===== config.mk =====
export PLATFORM = sky130hd
export DESIGN_NAME = calc_req_dispatcher
export DESIGN_NICKNAME = d
export VERILOG_FILES = /design/src/rtl/calc_req_dispatcher.sv
export SDC_FILE = /design/constraint.sdc
export NUM_CORES = 2
export LEC_CHECK = 0
export CORE_MARGIN = 4
export CORE_UTILIZATION = 25
export DETAILED_ROUTE_END_ITERATION = 8
export DONT_BUFFER_PORTS = 1
export GPL_TIMING_DRIVEN = 0
export REMOVE_ABC_BUFFERS = 1
export SYNTH_ARGS = -nofsm -noshare
export SYNTH_HDL_FRONTEND = slang
export SYNTH_SLANG_ARGS = --single-unit

===== constraint.sdc =====
create_clock -name c_clk -period 7.75 [get_ports c_clk]
set_input_delay 0.775 -clock c_clk [delete_from_list [all_inputs] [get_ports c_clk]]
set_output_delay 0.775 -clock c_clk [all_outputs]
set_load 0.1 [all_outputs]

===== src/rtl/calc_req_dispatcher.sv =====
// calc_req_dispatcher: per-port tagged command FIFOs feeding one execution
// unit through a round-robin issue register, with per-port outstanding-tag
// tracking and completion routing back to the owning port.
//
// Handshakes: a request on port p is presented by req_cmd[p] != 0 and is
// taken on the edge where req_ready[p] is high. On the issue side a transfer
// happens on every edge where iss_valid and iss_ready are both high; once
// iss_valid rises, iss_* stay unchanged until that transfer occurs.
module calc_req_dispatcher #(
    parameter int NUM_PORTS = 4,
    parameter int DEPTH     = 4,
    parameter int TAG_W     = 2,
    parameter int CMD_W     = 4,
    parameter int REG_W     = 4,
    parameter int DATA_W    = 32
) (
    input  logic                          c_clk,
    input  logic                          rst,
    input  logic [NUM_PORTS*CMD_W-1:0]    req_cmd,
    input  logic [NUM_PORTS*REG_W-1:0]    req_d1,
    input  logic [NUM_PORTS*REG_W-1:0]    req_d2,
    input  logic [NUM_PORTS*REG_W-1:0]    req_r1,
    input  logic [NUM_PORTS*TAG_W-1:0]    req_tag,
    input  logic [NUM_PORTS*DATA_W-1:0]   req_data,
    output logic [NUM_PORTS-1:0]          req_ready,
    output logic                          iss_valid,
    input  logic                          iss_ready,
    output logic [$clog2(NUM_PORTS)-1:0]  iss_port,
    output logic [CMD_W-1:0]              iss_cmd,
    output logic [REG_W-1:0]              iss_d1,
    output logic [REG_W-1:0]              iss_d2,
    output logic [REG_W-1:0]              iss_r1,
    output logic [TAG_W-1:0]              iss_tag,
    output logic [DATA_W-1:0]             iss_data,
    input  logic                          cmp_valid,
    input  logic [$clog2(NUM_PORTS)-1:0]  cmp_port,
    input  logic [TAG_W-1:0]              cmp_tag,
    input  logic [1:0]                    cmp_resp,
    input  logic [DATA_W-1:0]             cmp_data,
    output logic [NUM_PORTS*2-1:0]        out_resp,
    output logic [NUM_PORTS*TAG_W-1:0]    out_tag,
    output logic [NUM_PORTS*DATA_W-1:0]   out_data,
    output logic                          err_spurious
);

    localparam int PW = $clog2(NUM_PORTS);
    localparam int AW = $clog2(DEPTH);
    localparam int NT = 2 ** TAG_W;
    localparam int EW = CMD_W + 3 * REG_W + TAG_W + DATA_W;

    logic [EW-1:0]        fifo_mem [NUM_PORTS][DEPTH];
    logic [AW:0]          wr_ptr   [NUM_PORTS];
    logic [AW:0]          rd_ptr   [NUM_PORTS];
    logic [NT-1:0]        busy     [NUM_PORTS];
    logic [EW-1:0]        entry_in [NUM_PORTS];
    logic [NT-1:0]        set_mask [NUM_PORTS];
    logic [NT-1:0]        clr_mask [NUM_PORTS];
    logic [NUM_PORTS-1:0] fifo_empty;
    logic [NUM_PORTS-1:0] fifo_full;
    logic [NUM_PORTS-1:0] push;
    logic [NUM_PORTS-1:0] pop;
    logic [PW-1:0]        rr_ptr;
    logic [PW-1:0]        winner;
    logic [PW-1:0]        cand;
    logic                 found;
    logic                 load;
    logic                 cmp_hit;
    logic [EW-1:0]        head;

    // A completion only counts when it names a real port whose tag is outstanding
    assign cmp_hit = cmp_valid
                  && ({1'b0, cmp_port} < (PW+1)'(NUM_PORTS))
                  && busy[cmp_port][cmp_tag];

    // FIFO status, request acceptance (pre-update busy/full) and busy set/clear masks
    always_comb begin
        for (int p = 0; p < NUM_PORTS; p++) begin
            fifo_empty[p] = (wr_ptr[p] == rd_ptr[p]);
            fifo_full[p]  = (wr_ptr[p][AW] != rd_ptr[p][AW])
                         && (wr_ptr[p][AW-1:0] == rd_ptr[p][AW-1:0]);
            req_ready[p]  = !fifo_full[p] && !busy[p][req_tag[p*TAG_W +: TAG_W]];
            push[p]       = (req_cmd[p*CMD_W +: CMD_W] != '0) && req_ready[p];
            entry_in[p]   = {req_cmd[p*CMD_W +: CMD_W],
                             req_d1[p*REG_W +: REG_W],
                             req_d2[p*REG_W +: REG_W],
                             req_r1[p*REG_W +: REG_W],
                             req_tag[p*TAG_W +: TAG_W],
                             req_data[p*DATA_W +: DATA_W]};
            set_mask[p]   = push[p] ? (NT'(1) << req_tag[p*TAG_W +: TAG_W]) : '0;
            clr_mask[p]   = (cmp_hit && (int'(cmp_port) == p)) ? (NT'(1) << cmp_tag) : '0;
        end
    end

    // Round-robin search for the first non-empty FIFO at or after rr_ptr
    always_comb begin
        found  = 1'b0;
        winner = '0;
        cand   = '0;
        for (int i = 0; i < NUM_PORTS; i++) begin
            cand = PW'((int'(rr_ptr) + i) % NUM_PORTS);
            if (!found && !fifo_empty[cand]) begin
                found  = 1'b1;
                winner = cand;
            end
        end
        load = (!iss_valid || iss_ready) && found;
        for (int p = 0; p < NUM_PORTS; p++) begin
            pop[p] = load && (int'(winner) == p);
        end
        head = fifo_mem[winner][rd_ptr[winner][AW-1:0]];
    end

    // FIFO pointers and outstanding-tag bitmaps
    always_ff @(posedge c_clk) begin
        if (rst) begin
            for (int p = 0; p < NUM_PORTS; p++) begin
                wr_ptr[p] <= '0;
                rd_ptr[p] <= '0;
                busy[p]   <= '0;
            end
        end else begin
            for (int p = 0; p < NUM_PORTS; p++) begin
                if (push[p]) wr_ptr[p] <= wr_ptr[p] + 1'b1;
                if (pop[p])  rd_ptr[p] <= rd_ptr[p] + 1'b1;
                busy[p] <= (busy[p] | set_mask[p]) & ~clr_mask[p];
            end
        end
    end

    // FIFO storage; contents are meaningless while the pointers say empty
    always_ff @(posedge c_clk) begin
        for (int p = 0; p < NUM_PORTS; p++) begin
            if (push[p]) fifo_mem[p][wr_ptr[p][AW-1:0]] <= entry_in[p];
        end
    end

    // Issue register: refill whenever empty or being taken, otherwise hold
    always_ff @(posedge c_clk) begin
        if (rst) begin
            iss_valid <= 1'b0;
            iss_port  <= '0;
            rr_ptr    <= '0;
            {iss_cmd, iss_d1, iss_d2, iss_r1, iss_tag, iss_data} <= '0;
        end else if (load) begin
            iss_valid <= 1'b1;
            iss_port  <= winner;
            rr_ptr    <= (winner == PW'(NUM_PORTS - 1)) ? '0 : winner + 1'b1;
            {iss_cmd, iss_d1, iss_d2, iss_r1, iss_tag, iss_data} <= head;
        end else if (iss_ready) begin
            iss_valid <= 1'b0;
        end
    end

    // Completion routing: one-cycle response pulse; tag/data hold between pulses
    always_ff @(posedge c_clk) begin
        if (rst) begin
            out_resp     <= '0;
            out_tag      <= '0;
            out_data     <= '0;
            err_spurious <= 1'b0;
        end else begin
            out_resp <= '0;
            if (cmp_hit) begin
                out_resp[int'(cmp_port)*2 +: 2]          <= cmp_resp;
                out_tag[int'(cmp_port)*TAG_W +: TAG_W]   <= cmp_tag;
                out_data[int'(cmp_port)*DATA_W +: DATA_W] <= cmp_data;
            end else if (cmp_valid) begin
                err_spurious <= 1'b1;
            end
        end
    end

endmodule


==> run_results.csv <==
group,metric,value,unit
synthesis,yosysWarnings,0,
clock_network,clk_pin_slew_worst_paths,0.07,ns
grt,grt_pass1_wl,186300,um
clock_network,clockBufferDepth,3,
synthesis,synth_ff_type,"edfxtp_1",
sta,period_needed,4.749,ns
worst_setup_path,crit_fanout,129,
sta,worst_slack,3.001,ns
final_layout,multi_input_area,10280,sq um
synthesis,syn_area_per_cell,13.46,sq um
hold_path,hold_depth,0,
synthesis,yosys.cell_types.count,47,
worst_setup_path,slowest_stage,"nor3b_4",
worst_setup_path,cpPeakStageDelay,0.74,ns
synthesis,synth.area.top_cells,"edfxtp_1 62%, dfxtp_1 11%, nand2_1 5.3%",
grt,grt_max_degree,183,
hold_path,whs_endpoint,"fifo_mem[1][3]$_DFFE_PP_",
floorplanning,core,158900,sq um
floorplanning,ios,444,
sta,fin_crit_sh,0.6128,
synthesis,synth_edf_count,824,
pwr,p_leak,0.01634,uW
worst_setup_path,crit_buf_inv,4,
sta,slew_headroom,0.09732,
pwr,total_power,25430,uW
worst_setup_path,crit_chain,"xor2_1 > or3_1 > a21boi_0 > nand2_4 > inv_8 > buf_16 > mux2_2 > nor3b_4 > buf_8 > buf_16 > o21ai_1 > nand3_1",
drt,ant_nets,0,
drt,drt_wl_total,132900,um
sta,fmax,210.6,MHz
worst_setup_path,critical-path-top-delay-family,"simple AND/OR/NAND/NOR gates",
sta,final_max_slew_viol_count,0,
drt,first_pass_iters,5,
worst_setup_path,cp.arrival,5.39,ns
final_layout,fin_nets,3220,
synthesis,yosysTopAreaCellShare,0.6167,
clock_network,post-cts-setup-buffers,0,
sta,hold_slack,0.1162,ns
drt,wl_per_cell,25.98,um
place,pre_cts_slack,3.009,ns
synthesis,synth_area,40130,sq um
worst_setup_path,crit_required,8.39,ns
clock_network,cts_sinks,1040,
sta,rsz0062_at_grt,"no",
worst_setup_path,crit_top_cell,"buf_16",
worst_setup_path,reg2reg_slack,3.00,ns
clock_network,clock_latency,0.75,ns
final_layout,final_area,47310,sq um
sta,hold_viol,0,
hold_path,holdCritPathClass,"in -> reg",
synthesis,yosysSeqAreaShare,0.7244,
worst_setup_path,cp-start-kind,"flop",
clock_network,cts_hold_buf,0,
worst_setup_path,critPathCaptureType,"flop",
worst_setup_path,r2r-start,"wr_ptr[1][0]$_SDFFCE_PN0P_",
clock_network,clock-root-buffer,"clkbuf_16",
sta,tightestPinTransition,1.352,ns
floorplanning,design.die.area,167000,sq um
synthesis,ys_async_sr_fraction,0,
final_layout,drive_above_1_share,0.09396,
place,placed_area,43510,sq um
job,cap_violations,0,
synthesis,synthCells,2981,
drt,num_vias,25380,
sta,fin_skew,0.07355,ns
hold_path,worstHoldStart,"req_data[35]",
place,portBuffers,0,
sta,finalSetupViolations,0,
clock_network,post_cts_resized,0,
drt,drt-initial-drc-count,2557,
grt,first_global_vias,25140,
final_layout,areaGrowthSynthToFinish,17.89,%
clock_network,htree_levels,3,
clock_network,cts_tree,"done",
pwr,irDropWorstVdd,0.6227,mV
grt,grt.total_usage,0.1541,
final_layout,regArea,29070,sq um
place,place_hpwl,82350,um
floorplanning,die_w,408.6,um
floorplanning,die_h,408.6,um
final_layout,fill_cells,15790,
drt,remaining_drc_errors,0,
synthesis,yosys_register_bits,1040,
run_status,outcome,"finished clean",
synthesis,synth_largest_area_cell,"edfxtp_1",
grt,antenna_found_initial,10,
place,gp_congestion,0.7772,
clock_network,cts_made_buffers,110,
pwr,p_per_area,537.5,nW/um^2
floorplanning,start_util,0.2525,
worst_setup_path,criticalPathCategory,"reg -> reg",
grt,gr-total-overflow,0,
floorplanning,rows,146,
worst_setup_path,r2r.worst_path.cells,12,
drt,via_per_inst,4.959,
worst_setup_path,r2r_end,"iss_data[6]$_SDFFE_PP0P_",
## sequential cells by signal (all words and copies together), names as in the netlist, 8 cells and up
signal / cells
out_tag: 8
busy: 16
out_data: 128
fifo_mem: 800
rd_ptr: 12
out_resp: 8
iss_data: 32
wr_ptr: 12
## power breakdown
part	switching [uW]	total [uW]	internal (uW)
Clock	2300	5440	3150
Combinational	7260	11200	3970
Sequential	1080	8760	7680
Total	10600	25400	14800
## area by class of cell
cell class                      count  share of cell area
Antenna cell                        1          0.00005290
Clock inverter                     56             0.01418
Inverter                           17            0.001666
Timing Repair Buffer               62             0.03158
Sequential cell                  1040              0.6145
Clock buffer                      153             0.06591
Multi-Input combinational cell   1716              0.2173
Tap cell                         2072             0.05480
## through the flow
stage                 util  instances  TNS [ns]
finish              0.2977       5117         0
global route        0.2977       5117         0
CTS                 0.2976       5116         0
detailed placement  0.2738       4907         0
global placement    0.2631       4845  -2856.29
floorplan                -       2773  -1002.03
## cells by family (layout without fill, tap and decap cells)
family / count (synthesis) / after routing / synth area share
buffers and inverters: 225 / 288 / 0.02432
adders and majority gates: 31 / 31 / 0.009666
other: 0 / 1 / 0
and+or+nand+nor: 965 / 965 / 0.1026
DFF: 1040 / 1040 / 0.7244
xor gates and xnor gates: 20 / 20 / 0.004366
AOI/OAI and AO/OA: 581 / 581 / 0.1020
muxes: 119 / 119 / 0.03265
## worst register-to-register path: cells and delay by family (launching register included)
| family | cells | cell delay (ns) |
|---|---|---|
| AOI/OAI and AO/OA | 2 | 0.50 |
| xor gates and xnor gates | 1 | 0.21 |
| buffers and inverters | 4 | 1.17 |
| DFF | 1 | 0.47 |
| muxes | 1 | 0.62 |
| and+or+nand+nor | 4 | 1.69 |
## how the worst max path moves through the flow
stage	startpoint	to	slack [ns]	cells past startpoint
2_1_floorplan	wr_ptr[2][1]$_SDFFCE_PN0P_	rd_ptr[0][0]$_SDFFCE_PN0P_	-15.53	7
3_3_place_gp	wr_ptr[2][0]$_SDFFCE_PN0P_	iss_cmd[3]$_SDFFE_PP0P_	-43.32	9
3_5_place_dp	wr_ptr[1][0]$_SDFFCE_PN0P_	iss_data[7]$_SDFFE_PP0P_	3.01	12
4_1_cts	wr_ptr[1][0]$_SDFFCE_PN0P_	iss_r1[1]$_SDFFE_PP0P_	2.96	12
5_1_grt	wr_ptr[1][0]$_SDFFCE_PN0P_	iss_data[9]$_SDFFE_PP0P_	2.84	12
6_report	wr_ptr[1][0]$_SDFFCE_PN0P_	iss_data[6]$_SDFFE_PP0P_	3.00	12
## layer usage
metal / vias to the layer above / GRT usage / wire length, um
met1: 12830 / 0.1936 / 54000
met2: 1181 / 0.2520 / 62530
li1: 11150 / - / -
met3: 211 / 0.04905 / 12830
met5: - / 0 / 0
met4: 0 / 0.04919 / 3587
## Yosys cell counts (60+ instances only)
master	instances
and3_1	120
edfxtp_1	824
nor2_1	181
a21oi_1	111
a221oi_1	100
nand2_1	566
clkbuf_1	136
o21ai_1	101
a22oi_1	136
mux2i_1	107
a311oi_1	104
dfxtp_1	216
buf_2	60
## placed cells by master, fill, tap and decap left out, types with 11 or more instances in the layout
| cell type | count |
|---|---|
| ha_1 | 31 |
| buf_16 | 43 |
| and3_1 | 108 |
| nand3_1 | 53 |
| xnor2_1 | 11 |
| edfxtp_1 | 824 |
| nor2_1 | 176 |
| clkinv_2 | 18 |
| clkbuf_1 | 26 |
| a21oi_1 | 108 |
| a22oi_1 | 136 |
| clkbuf_8 | 14 |
| a211oi_1 | 13 |
| nor3_1 | 12 |
| nand2_1 | 561 |
| a311oi_1 | 104 |
| clkbuf_16 | 113 |
| inv_1 | 15 |
| a221oi_1 | 100 |
| mux2i_1 | 107 |
| and3_4 | 12 |
| dfxtp_1 | 216 |
| o21ai_1 | 101 |
No activity file was read; power rests on OpenSTA's default activity.
